## src/rtl/arm_pkg.sv

```systemverilog
// Shared core definitions: register-file geometry and the write-back request record.
package arm_pkg;

  localparam int REG_IDX_W = 4;
  localparam int DATA_W    = 32;
  localparam int PC_IDX    = 15;
  localparam int NUM_GPR   = 15;

  typedef struct packed {
    logic                 en;
    logic [REG_IDX_W-1:0] dst;
    logic [DATA_W-1:0]    val;
  } wb_req_t;

endpackage

```

## src/rtl/wb_fifo.sv

```systemverilog
// Synchronous FIFO with combinational head read (one-cycle pop) and async active-high reset.
// A push when full or a pop when empty is ignored.
module wb_fifo #(
  parameter int WIDTH = 37,
  parameter int DEPTH = 4
) (
  input  logic             clk,
  input  logic             rst,
  input  logic             push_i,
  input  logic [WIDTH-1:0] wdata_i,
  input  logic             pop_i,
  output logic [WIDTH-1:0] rdata_o,
  output logic             full_o,
  output logic             empty_o
);

  localparam int AW = $clog2(DEPTH);

  logic [WIDTH-1:0] mem_q [DEPTH];
  // One extra wrap bit on each pointer distinguishes full from empty.
  logic [AW:0]      wr_q, wr_d;
  logic [AW:0]      rd_q, rd_d;
  logic             do_push, do_pop;

  assign empty_o = (wr_q == rd_q);
  assign full_o  = (wr_q[AW] != rd_q[AW]) && (wr_q[AW-1:0] == rd_q[AW-1:0]);
  assign do_push = push_i && !full_o;
  assign do_pop  = pop_i && !empty_o;
  assign rdata_o = mem_q[rd_q[AW-1:0]];

  always_comb begin
    wr_d = wr_q;
    rd_d = rd_q;
    if (do_push) wr_d = wr_q + 1'b1;
    if (do_pop)  rd_d = rd_q + 1'b1;
  end

  always_ff @(posedge clk or posedge rst) begin
    if (rst) begin
      wr_q <= '0;
      rd_q <= '0;
    end else begin
      wr_q <= wr_d;
      rd_q <= rd_d;
    end
  end

  always_ff @(posedge clk) begin
    if (do_push) mem_q[wr_q[AW-1:0]] <= wdata_i;
  end

endmodule

```

## src/rtl/wb_arbiter.sv

```systemverilog
// Owns the register-file write port: merges ALU results with buffered load responses
// and tracks outstanding loads per register. Optional starvation guard: WB_STARVE_GUARD_EN.
module wb_arbiter
  import arm_pkg::*;
#(
  parameter int DEPTH        = 4,
  parameter int STARVE_LIMIT = 8
) (
  input  logic                 clk,
  input  logic                 rst,
  input  logic                 exeWbEn,
  input  logic [REG_IDX_W-1:0] exeDst,
  input  logic [DATA_W-1:0]    exeVal,
  input  logic                 ldValid,
  input  logic [REG_IDX_W-1:0] ldDst,
  input  logic [DATA_W-1:0]    ldData,
  output logic                 ldReady,
  input  logic                 ldIssue,
  input  logic [REG_IDX_W-1:0] ldIssueDst,
  output logic [NUM_GPR-1:0]   pending,
  output logic                 pendErr,
  output logic                 stallReq,
  output logic                 wbEn,
  output logic [REG_IDX_W-1:0] wbDst,
  output logic [DATA_W-1:0]    wbVal
);

  if (DEPTH < 2 || (DEPTH & (DEPTH - 1)) != 0) begin : g_bad_depth
    $error("wb_arbiter: DEPTH must be a power of two >= 2");
  end
  if (STARVE_LIMIT < 1) begin : g_bad_limit
    $error("wb_arbiter: STARVE_LIMIT must be >= 1");
  end

  wb_req_t    wb_q, wb_d;
  wb_req_t    ld_req, head;
  logic       fifo_full, fifo_empty, fifo_push;
  logic       pop, alu_win, alu_ok;
  logic       stall_q;
  logic [1:0] cnt_q [NUM_GPR];
  logic [1:0] cnt_d [NUM_GPR];
  logic       pend_err_q, pend_err_d;

  // Loads to the PC slot are carried through the FIFO with en cleared so their
  // pop is a silent write-back slot.
  assign ld_req    = '{en: (ldDst != REG_IDX_W'(PC_IDX)), dst: ldDst, val: ldData};
  assign ldReady   = !fifo_full;
  assign fifo_push = ldValid && ldReady;

  wb_fifo #(
    .WIDTH($bits(wb_req_t)),
    .DEPTH(DEPTH)
  ) u_fifo (
    .clk    (clk),
    .rst    (rst),
    .push_i (fifo_push),
    .wdata_i(ld_req),
    .pop_i  (pop),
    .rdata_o(head),
    .full_o (fifo_full),
    .empty_o(fifo_empty)
  );

  assign alu_ok = exeWbEn && (exeDst != REG_IDX_W'(PC_IDX));

  always_comb begin
    pop     = 1'b0;
    alu_win = 1'b0;
    wb_d    = '0;
    if (stall_q && !fifo_empty) begin
      pop = 1'b1;
    end else if (alu_ok) begin
      alu_win = 1'b1;
    end else if (!fifo_empty) begin
      pop = 1'b1;
    end
    if (pop) begin
      wb_d = head;
    end else if (alu_win) begin
      wb_d = '{en: 1'b1, dst: exeDst, val: exeVal};
    end
  end

  // Pending-load counters: an issue and a retiring write on the same register cancel.
  always_comb begin
    pend_err_d = pend_err_q;
    for (int i = 0; i < NUM_GPR; i++) begin
      logic inc, dec;
      inc      = ldIssue && (ldIssueDst == REG_IDX_W'(i));
      dec      = pop && (head.dst == REG_IDX_W'(i));
      cnt_d[i] = cnt_q[i];
      if (inc && !dec) begin
        if (cnt_q[i] == 2'd3) pend_err_d = 1'b1;
        else                  cnt_d[i]   = cnt_q[i] + 2'd1;
      end else if (dec && !inc && cnt_q[i] != 2'd0) begin
        cnt_d[i] = cnt_q[i] - 2'd1;
      end
    end
  end

  always_ff @(posedge clk or posedge rst) begin
    if (rst) begin
      wb_q       <= '0;
      pend_err_q <= 1'b0;
      for (int i = 0; i < NUM_GPR; i++) cnt_q[i] <= 2'd0;
    end else begin
      wb_q       <= wb_d;
      pend_err_q <= pend_err_d;
      for (int i = 0; i < NUM_GPR; i++) cnt_q[i] <= cnt_d[i];
    end
  end

`ifdef WB_STARVE_GUARD_EN
  localparam int SW = $clog2(STARVE_LIMIT + 1);

  logic [SW-1:0] starve_q, starve_d;
  logic          stall_d;

  // Counts cycles the ALU beat a waiting load; the cycle that would reach the
  // limit instead registers a one-cycle stall that hands the port to the FIFO.
  always_comb begin
    starve_d = starve_q;
    stall_d  = 1'b0;
    if (pop) begin
      starve_d = '0;
    end else if (alu_win && !fifo_empty) begin
      if (starve_q == SW'(STARVE_LIMIT - 1)) begin
        starve_d = '0;
        stall_d  = 1'b1;
      end else begin
        starve_d = starve_q + 1'b1;
      end
    end
  end

  always_ff @(posedge clk or posedge rst) begin
    if (rst) begin
      starve_q <= '0;
      stall_q  <= 1'b0;
    end else begin
      starve_q <= starve_d;
      stall_q  <= stall_d;
    end
  end
`else
  assign stall_q = 1'b0;
`endif

  always_comb begin
    pending = '0;
    for (int i = 0; i < NUM_GPR; i++) pending[i] = (cnt_q[i] != 2'd0);
  end

  assign pendErr  = pend_err_q;
  assign stallReq = stall_q;
  assign wbEn     = wb_q.en;
  assign wbDst    = wb_q.dst;
  assign wbVal    = wb_q.val;

endmodule

```

## config.mk

```make
export PLATFORM = sky130hd
export DESIGN_NAME = wb_arbiter
export DESIGN_NICKNAME = d
export VERILOG_FILES = /design/src/rtl/arm_pkg.sv /design/src/rtl/wb_fifo.sv /design/src/rtl/wb_arbiter.sv
export SDC_FILE = /design/constraint.sdc
export NUM_CORES = 1
export LEC_CHECK = 0
export CAP_MARGIN = 20
export CORE_MARGIN = 10
export CORE_UTILIZATION = 25
export DETAILED_ROUTE_END_ITERATION = 8
export SLEW_MARGIN = 20
export SYNTH_ARGS = -nofsm -noshare
export SYNTH_HDL_FRONTEND = slang
export SYNTH_SLANG_ARGS = --single-unit
export TNS_END_PERCENT = 10
```

## constraint.sdc

```tcl
create_clock -name clk -period 2.2 [get_ports clk]
set_input_delay 0.33 -clock clk [delete_from_list [all_inputs] [get_ports clk]]
set_output_delay 0.33 -clock clk [all_outputs]
set_load 0.01 [all_outputs]
```

==> results.json, run 1 <==
{
  "post_drt_via_cell_ratio": 4.44,
  "layout_cell_share_with_drive_strength_beyond_1_pct": 27.3,
  "htree_num_levels": 1,
  "cts_buffer_depth": 3,
  "ios": 136,
  "worst_setup_start_kind": "flop",
  "final_nets": 977,
  "synth-edff-count": 148,
  "finalWorstPathRequiredPeriod_ns": 2.28,
  "fmax_ghz": 0.438,
  "initial_utilization_pct": 25.2,
  "critical-path-max-stage-delay_ns": 0.63,
  "gp_routability_congestion": 0.803,
  "ys.flop_type": "edfxtp_1",
  "drt-initial-drc-count": 356,
  "ys_ff_latch": 222,
  "numCtsBuffers": 25,
  "placement_rows": 71,
  "die_span_y_um": 214,
  "rsz0062_at_grt": "true",
  "cts_hold_buf": 0,
  "detailedPlacementHpwl_um": 17300,
  "gr-total-overflow": 0,
  "fp.coreArea_sq_um": 37500,
  "vias_in_the_first_global_route": 6610,
  "vias": 6310,
  "hold_viol": 0,
  "report.final.setup_viol": 15,
  "detail_route.wl_per_cell_um": 17.8,
  "final_antenna_net_count": 0,
  "postSynthAreaPerCell_sq_um": 14.3,
  "violations": "setup timing",
  "busiest_layer": "met2",
  "use_met3_pct": 3.03,
  "fp.dieArea_sq_um": 46000,
  "fillers": 3691,
  "synth_largest_type_area_fraction_pct": 47.0,
  "finalWirelength_um": 25400,
  "mappedNetlistNets": 749,
  "ys.warnings.count": 0,
  "grt_pass1_wl_um": 38300,
  "cts_tree": "yes",
  "timing.final.max_slew_violations": 0,
  "worst-slew-pin-transition_ns": 0.588,
  "max-vdd-ir-drop_v": 0.000744,
  "end_kind": "flop",
  "number_of_antenna_violations_at_the_first_check_in_global_routing": 1,
  "port_buffers": 134,
  "p_per_area_nw_per_um2": 1340,
  "syn-cell-area_sq_um": 9460,
  "area_growth_syn_to_layout_pct": 40.6,
  "crit_path_top_delay_cell": "mux4_2",
  "netlist_instances": 663,
  "global_route.usage.total_pct": 10.6,
  "worst_hold_slack_ns": 0.161,
  "numPlacedInstances": 1367,
  "maxCapViolCount": 0,
  "clock_tree.root_cell": "clkbuf_16",
  "crit_fanout": 8,
  "path_common_cell": "buf_6",
  "finClkSkew_ns": 0.0151,
  "largest_net_degree_at_the_start_of_global_routing": 40,
  "yosysTopAreaCell": "edfxtp_1",
  "timing.hold.worst.class": "input pin to async pin",
  "detailed_place.area_sq_um": 12100,
  "final.period_utilization_pct": 104,
  "worst_path_cell_chain": "buf_6, mux4_2, nor2_1, buf_4, buf_6, nand4_1, nor3b_2, a221o_1",
  "status": "complete, but fails checks",
  "cts.sink_count": 222,
  "detail_route.drc_violations": 0,
  "final_design_area_excluding_fillers_sq_um": 13300,
  "postSynth.asyncResetShare_pct": 33.3,
  "finalNonFillerCells": 1422,
  "timing.critical_path.required_ns": 2.61,
  "grtUsageMet2_pct": 17.3,
  "p_leak_nw": 4.93,
  "timing_worst_setup_path_type": "flop to flop",
  "worstPathArrival_ns": 2.70,
  "die_w_um": 214,
  "worst_case_register_to_register_setup_slack_ns": -0.08,
  "groute.layer.met1.usage_pct": 13.5,
  "top_post_synthesis_cells_by_area": "edfxtp_1, dfrtp_1, mux4_2",
  "clk_latency_ns": 0.54,
  "slew_headroom_pct": 60.5,
  "synth_cell_type_count": 58,
  "worst_case_setup_margin_in_the_final_layout_ns": -0.0837,
  "ys_seq_area_share_pct": 66.6,
  "drtPass1Iterations": 4,
  "clk_pin_slew_worst_paths_ns": 0.06
}
-- worst max-delay path, delay by kind of cell, from the launching register on --
| family | cells | cell delay, ns |
|---|---|---|
| compound gates | 1 | 0.26 |
| buf+inv | 3 | 0.39 |
| flops | 1 | 0.44 |
| mux | 1 | 0.63 |
| simple gates | 3 | 0.44 |
-- path summary, 6_finish.rpt --
check                                from        endpoint  cells past startpoint
setup / recovery           u_fifo.rd_q[0]       cnt_q[26]                      8
hold / removal                        rst  u_fifo.wr_q[0]                      2
setup reg to reg           u_fifo.rd_q[0]       cnt_q[26]                      8
hold reg to reg            u_fifo.wr_q[2]  u_fifo.wr_q[2]                      1
max in group asynchronous             rst       wbVal[10]                      3
min in group clk               exeVal[29]       wbVal[29]                      3
-- synth_stat cells (4+ instances only) --
master    instances
nor3b_1          12
mux4_2           37
or2_2            14
and2_1            7
edfxtp_1        148
xor2_1            5
o31ai_1           5
a311oi_1          9
nor2b_1           4
o21ai_0          45
mux2_2            4
nor2_1           27
inv_1            18
and3_1            6
xnor2_1           5
a221o_1          12
buf_2             6
a21oi_1          15
a31oi_1          14
nand3_1           8
clkbuf_1         19
mux2i_1           6
nand2_1          98
ha_1              5
nand4_1          17
dfrtp_1          74
-- flip-flops by register name, summed over array words and instances (netlist names) --
| register | flops |
|---|---|
| u_fifo.mem_q | 148 |
| wbVal | 32 |
| cnt_q | 30 |
| wbDst | 4 |
| u_fifo.rd_q | 3 |
| u_fifo.wr_q | 3 |
| pendErr | 1 |
| wbEn | 1 |
-- placed cells by master (no fill, tap or decap), types with 3 or more instances in the layout --
| cell type | instances |
|---|---|
| a31oi_1 | 8 |
| a311oi_1 | 8 |
| nand3_1 | 6 |
| a31oi_2 | 5 |
| a21oi_2 | 11 |
| xnor2_1 | 4 |
| nor3b_2 | 5 |
| nand4_1 | 17 |
| inv_1 | 17 |
| dfrtp_2 | 3 |
| mux2_2 | 3 |
| buf_12 | 13 |
| clkbuf_8 | 6 |
| clkinv_2 | 7 |
| o31ai_1 | 5 |
| or2_2 | 14 |
| clkbuf_16 | 25 |
| buf_4 | 75 |
| and3_2 | 4 |
| xor2_1 | 5 |
| mux4_2 | 37 |
| clkdlybuf4s50_1 | 133 |
| and2_1 | 5 |
| nor3b_1 | 7 |
| dfrtp_1 | 71 |
| edfxtp_1 | 148 |
| mux2i_1 | 6 |
| clkbuf_1 | 5 |
| a221o_1 | 12 |
| o21ai_0 | 40 |
| nand2_1 | 98 |
| o21ai_1 | 6 |
| a2111oi_2 | 3 |
| and3b_1 | 3 |
| a21oi_1 | 4 |
| nor2_1 | 27 |
| buf_6 | 10 |
| a21o_1 | 3 |
| ha_1 | 5 |
-- per-stage QoR --
step / setup slack (ns) / util, % / TNS, ns / total power [mW]
3_3_place_gp: -0.211 / 32.4 / -2.19 / 13.2
3_5_place_dp: -0.237 / 32.4 / -3.39 / 13.3
4_1_cts: -0.0661 / 35.1 / -0.751 / 17.9
2_1_floorplan: -0.270 / - / -30.84 / 9.80
5_1_grt: -0.218 / 35.5 / -3.23 / 18.9
6_report: -0.0837 / 35.5 / -0.820 / 17.9
-- routing by layer --
layer	vias up	routed length (um)
li1	2995	-
met1	3140	11300
met2	138	12100
met3	37	1460
met4	0	501
met5	-	0
-- power by group --
part / internal, mW / total [mW] / switching (mW)
Combinational: 3.79 / 7.44 / 3.65
Clock: 2.54 / 4.24 / 1.70
Sequential: 5.67 / 6.19 / 0.523
Total: 12.0 / 17.9 / 5.88
-- logic make-up (layout without fill, tap and decap cells) --
group                    after synthesis  after routing  synth area share, %
flip-flops                           222            222                 66.6
AND/OR/NAND/NOR                      206            206                 10.6
AO/OA/AOI/OAI                        122            122                 8.87
buffers and inverters                 50            297                 2.42
multiplexers                          47             47                 9.92
XOR/XNOR                              10             10                0.926
adder cells (fa/ha/maj)                5              5                0.662
other                                  1              2               0.0397
-- repair_timing --
item / 4_1_cts / 5_1_grt
resized for setup: 35 / 30
setup endpoints to repair: 17 / 31
setup buffers: 5 / 4
pin swaps: 15 / 12
-- layout make-up --
| type | instances | area, sq um | area share, % |
|---|---|---|---|
| Inverter | 18 | 68.8 | 0.518 |
| Clock buffer | 36 | 727 | 5.47 |
| Multi-Input combinational cell | 391 | 3150 | 23.7 |
| Timing Repair Buffer | 233 | 2290 | 17.2 |
| Tap cell | 511 | 639 | 4.81 |
| Antenna cell | 1 | 2.50 | 0.0188 |
| Sequential cell | 222 | 6300 | 47.4 |
| Clock inverter | 10 | 118 | 0.885 |
Note: power is estimated with default switching activity, not from simulation.
==> run 2: changes to the inputs <==
--- a/config.mk
+++ b/config.mk
@@ -9,6 +9,7 @@
 export CORE_MARGIN = 10
 export CORE_UTILIZATION = 25
 export DETAILED_ROUTE_END_ITERATION = 8
+export DONT_BUFFER_PORTS = 1
 export SLEW_MARGIN = 20
 export SYNTH_ARGS = -nofsm -noshare
 export SYNTH_HDL_FRONTEND = slang
==> results.json, run 2 (same netlist as run 1, synthesis figures left out) <==
{
  "status": "complete, but fails checks",
  "violations": "setup timing",
  "length_of_routed_wiring_on_met1_um": 10300,
  "post_drt_via_cell_ratio": 4.49,
  "layout_cell_share_with_drive_strength_beyond_1_pct": 25.6,
  "hold_viol": 0,
  "vias": 5932,
  "area_growth_syn_to_layout_pct": 30.8,
  "cts.sink_count": 222,
  "worst_setup_start_kind": "flop",
  "dr_wl_met3_um": 1870,
  "slew_headroom_pct": 53.6,
  "die_span_y_um": 214,
  "critical-path-max-stage-delay_ns": 0.60,
  "worst_case_register_to_register_setup_slack_ns": -0.10,
  "crit_fanout": 6,
  "largest_net_degree_at_the_start_of_global_routing": 49,
  "grt_pass1_wl_um": 38100,
  "detail_route.wl_per_cell_um": 18.7,
  "finClkSkew_ns": 0.00636,
  "worst_case_setup_margin_in_the_final_layout_ns": -0.101,
  "worst_path_cell_chain": "mux4_2, buf_6, nor4bb_1, buf_4, nand3_2, buf_4, o21ai_0, a221o_1",
  "timing.critical_path.required_ns": 2.67,
  "p_leak_nw": 4.50,
  "timing.hold.worst.class": "input pin to flop",
  "routed.top_layer": "met4",
  "placement_rows": 71,
  "path_common_cell": "buf_4",
  "numCtsBuffers": 24,
  "cts_buffer_depth": 3,
  "finalWirelength_um": 24800,
  "report.final.setup_viol": 11,
  "worst-slew-pin-transition_ns": 0.691,
  "worstPathArrival_ns": 2.77,
  "detail_route.drc_violations": 0,
  "gp_routability_congestion": 0.791,
  "finalWorstPathRequiredPeriod_ns": 2.30,
  "ios": 136,
  "p_per_area_nw_per_um2": 1370,
  "fp.coreArea_sq_um": 37500,
  "end_kind": "flop",
  "crit_path_top_delay_cell": "mux4_2",
  "antenna_cells_inserted": 0,
  "hold_path.startpoint": "ldDst[0]",
  "clk_latency_ns": 0.53,
  "worstReg2RegEnd": "cnt_q[22]",
  "rsz0062_at_grt": "true",
  "met2_wirelength_um": 12200,
  "r2r_start": "u_fifo.rd_q[0]",
  "max-vdd-ir-drop_v": 0.000767,
  "worst_hold_path.num_cells": 1,
  "die_w_um": 214,
  "layout_commonest_cell": "edfxtp_1",
  "numPlacedInstances": 1200,
  "end_point_of_the_worst_hold_path": "u_fifo.mem_q[0][36]",
  "power.total_mw": 16.9,
  "final_design_area_excluding_fillers_sq_um": 12400,
  "global_route.usage.total_pct": 10.5,
  "final_nets": 878,
  "fmax_ghz": 0.435,
  "layout_common_cells": "edfxtp_1, nand2_1, dfrtp_1",
  "clk_pin_slew_worst_paths_ns": 0.06,
  "drt-initial-drc-count": 326,
  "maxCapViolCount": 0,
  "drtPass1Iterations": 4,
  "timing_worst_setup_path_type": "flop to flop",
  "htree_num_levels": 1,
  "number_of_antenna_violations_at_the_first_check_in_global_routing": 0,
  "detailedPlacementHpwl_um": 16200,
  "cts_tree": "yes",
  "initial_utilization_pct": 25.2,
  "clock_tree.root_cell": "clkbuf_16",
  "timing.reg2reg.worst_path_depth": 8,
  "gr-total-overflow": 0,
  "final.period_utilization_pct": 105,
  "largest_reg_flops": 148,
  "detailed_place.area_sq_um": 10500,
  "port_buffers": 0,
  "vias_in_the_first_global_route": 6305,
  "finalNonFillerCells": 1321,
  "timing.final.max_slew_violations": 0,
  "fp.dieArea_sq_um": 46000,
  "final_antenna_net_count": 0
}
[run 2: per-layer routing]
| layer | vias to the layer above | GRT usage [%] |
|---|---|---|
| li1 | 2783 | - |
| met2 | 149 | 17.7 |
| met4 | 0 | 2.60 |
| met1 | 2965 | 12.8 |
| met3 | 35 | 3.47 |
| met5 | - | 0 |
[run 2: power by group]
part | total [mW] | internal (mW) | switching (mW)
Combinational | 6.02 | 2.81 | 3.21
Sequential | 6.48 | 5.67 | 0.809
Clock | 4.39 | 2.73 | 1.66
Total | 16.9 | 11.2 | 5.68
[run 2: area by class of cell]
class,instances,area (sq um)
repair buffers,135,1350
clock buffers,31,667
inverters,18,68.8
fillers,3688,25100
well taps,511,639
clock inverters,13,204
multi-input cells,391,3140
flip-flops and latches,222,6300
[run 2: worst max path at each step]
stage          slack [ns]                  to  cells past startpoint           start
2_1_floorplan       -0.27  u_fifo.mem_q[1][0]                      5  u_fifo.rd_q[0]
3_3_place_gp        -0.11            cnt_q[0]                      6  u_fifo.rd_q[0]
3_5_place_dp        -0.11            cnt_q[0]                      6  u_fifo.rd_q[0]
4_1_cts             -0.05           cnt_q[22]                      7  u_fifo.rd_q[0]
5_1_grt             -0.19           cnt_q[22]                      8  u_fifo.rd_q[0]
6_report            -0.10           cnt_q[22]                      8  u_fifo.rd_q[0]
[run 2: timing repair]
| item | 4_1_cts | 5_1_grt |
|---|---|---|
| endpoints found under the hold margin | 203 | 0 |
| resized for setup | 29 | 25 |
| gates cloned | 1 | 0 |
| hold buffers | 70 | 0 |
| buffers inserted | 4 | 2 |
| setup endpoints to repair | 18 | 27 |
| pin swaps | 9 | 6 |
[run 2: critical path, delay by kind of cell, from the launching register on]
kind	cells	cell delay (ns)
AOI/OAI and AO/OA	2	0.36
buffers and inverters	3	0.49
DFF	1	0.46
muxes	1	0.60
and+or+nand+nor	2	0.33
[run 2: metrics by stage]
| step | setup slack (ns) | util [%] | hold slack, ns | TNS, ns |
|---|---|---|---|---|
| after floorplan | -0.270 | - | 0.429 | -30.84 |
| after global placement | -0.105 | 28.0 | 0.285 | -0.321 |
| after detailed placement | -0.112 | 28.0 | 0.295 | -0.695 |
| after CTS | -0.0512 | 32.6 | 0.00644 | -0.210 |
| after global routing | -0.187 | 33.0 | 0.0284 | -1.88 |
| final | -0.101 | 33.0 | 0.0377 | -0.322 |
==> run 3: changes to the inputs <==
==> constraint.sdc (replaced) <==
create_clock -name clk -period 3 [get_ports clk]
set_input_delay 0.45 -clock clk [delete_from_list [all_inputs] [get_ports clk]]
set_output_delay 0.45 -clock clk [all_outputs]
set_load 0.01 [all_outputs]
==> results.json, run 3 (same netlist as run 1, synthesis figures left out) <==
{
  "gp_routability_congestion": 0.775,
  "global_route.usage.total_pct": 9.91,
  "largest_net_degree_at_the_start_of_global_routing": 39,
  "power.net_switching_mw": 3.91,
  "p_leak_nw": 4.07,
  "clk_latency_ns": 0.54,
  "slew_headroom_pct": 27.8,
  "detailedPlacementHpwl_um": 16100,
  "timing.hold.worst.class": "input pin to flop",
  "placement_rows": 71,
  "largest_reg_flops": 148,
  "htree_num_levels": 1,
  "final_nets": 805,
  "cts_hold_buf": 46,
  "cts.sink_count": 222,
  "clk_pin_slew_worst_paths_ns": 0.06,
  "post_cts_resize_count": 0,
  "layout_common_cells": "edfxtp_1, nand2_1, dfrtp_1",
  "maxCapViolCount": 0,
  "number_of_antenna_violations_at_the_first_check_in_global_routing": 1,
  "gr-total-overflow": 0,
  "worst_setup_start_kind": "flop",
  "detail_route.wl_per_cell_um": 18.9,
  "layout_commonest_cell": "edfxtp_1",
  "report.final.setup_viol": 0,
  "cts_buffer_depth": 3,
  "max-vdd-ir-drop_v": 0.000554,
  "end_kind": "flop",
  "numCtsBuffers": 24,
  "fp.coreArea_sq_um": 37500,
  "initial_utilization_pct": 25.2,
  "power_report.internal_total_mw": 7.42,
  "final.period_utilization_pct": 90.9,
  "status": "completed",
  "fillers": 3763,
  "worstPathArrival_ns": 3.10,
  "post_drt_via_cell_ratio": 4.60,
  "die_span_y_um": 214,
  "grt_pass1_wl_um": 35600,
  "layout_cell_share_with_drive_strength_beyond_1_pct": 17.6,
  "finalWirelength_um": 23600,
  "vias": 5742,
  "timing.critical_path.required_ns": 3.38,
  "clock_tree.root_cell": "clkbuf_16",
  "worst-slew-pin-transition_ns": 1.08,
  "sequential_group_share_of_total_power_pct": 41.7,
  "multi_input_area_sq_um": 2950,
  "timing_worst_setup_path_type": "flop to flop",
  "fp.dieArea_sq_um": 46000,
  "clkPwrFrac_pct": 27.6,
  "hold_viol": 0,
  "dp_slack_ns": 0.322,
  "worst_case_register_to_register_setup_slack_ns": 0.27,
  "finalWorstPathRequiredPeriod_ns": 2.73,
  "swShare_pct": 34.5,
  "fmax_ghz": 0.367,
  "timing.final.max_slew_violations": 0,
  "final_antenna_net_count": 0,
  "worst_case_setup_margin_in_the_final_layout_ns": 0.272,
  "p_per_area_nw_per_um2": 993,
  "seqCellArea_sq_um": 6300,
  "cts_tree": "yes",
  "detail_route.drc_violations": 0,
  "finClkSkew_ns": 0.0320,
  "power.share.combinational_pct": 30.7,
  "area_growth_syn_to_layout_pct": 20.6,
  "drt-initial-drc-count": 435,
  "vias_in_the_first_global_route": 5783,
  "die_w_um": 214,
  "crit_fanout": 16,
  "drtPass1Iterations": 5,
  "post_cts_buffers": 0,
  "port_buffers": 0,
  "ios": 136,
  "fin_setup_tns_ns": 0,
  "rsz0062_at_grt": "false"
}
## run 3: final cells by class
class / count / area share, %
flip-flops and latches: 222 / 55.2
multi-input cells: 391 / 25.8
well taps: 511 / 5.61
clock buffers: 27 / 5.54
repair buffers: 62 / 5.20
clock inverters: 17 / 1.97
inverters: 18 / 0.603
diodes: 1 / 0.0219
## run 3: power by group through the flow
stage | clock network (mW) | registers (mW) | logic, mW
6_report | 3.13 | 4.73 | 3.48
5_1_grt | 3.35 | 4.83 | 3.86
4_1_cts | 3.21 | 4.76 | 3.55
3_5_place_dp | 0 | 4.81 | 3.48
3_3_place_gp | 0 | 4.79 | 3.43
2_1_floorplan | 0 | 4.60 | 2.58
## run 3: final timing paths
check,endpoint,startpoint,depth (start not counted)
setup / recovery,pendErr,u_fifo.rd_q[0],5
hold / removal,u_fifo.mem_q[0][35],ldDst[3],0
setup reg to reg,pendErr,u_fifo.rd_q[0],5
hold reg to reg,u_fifo.rd_q[2],u_fifo.rd_q[2],1
max in group asynchronous,u_fifo.rd_q[0],rst,3
min in group asynchronous,wbEn,rst,2
## run 3: metal layers
metal	part of all wire, %	global-route usage, %	vias up
met4	1.6	2.22	0
li1	-	-	2638
met3	7.0	3.22	26
met5	0	0	-
met1	43	12.4	2918
met2	48	16.4	160
## run 3: worst max-delay path: stages, from the launching register on
cell and delay (ns):
dfrtp_2 0.48, mux4_2 0.61, a21oi_2 0.57, a31oi_1 0.30, a2111oi_1 0.47, nand4_1 0.14
## run 3: metrics by stage
step	util [%]	power (mW)	instances	hold WS [ns]	instance area, sq um
after CTS	30.4	11.5	1248	0.00172	11400
after global routing	30.4	12.0	1248	0.000157	11400
after global placement	26.9	8.22	1158	0.500	10100
after detailed placement	26.9	8.29	1158	0.498	10100
final	30.4	11.3	1249	0.0230	11400
after floorplan	-	7.19	663	0.497	9460
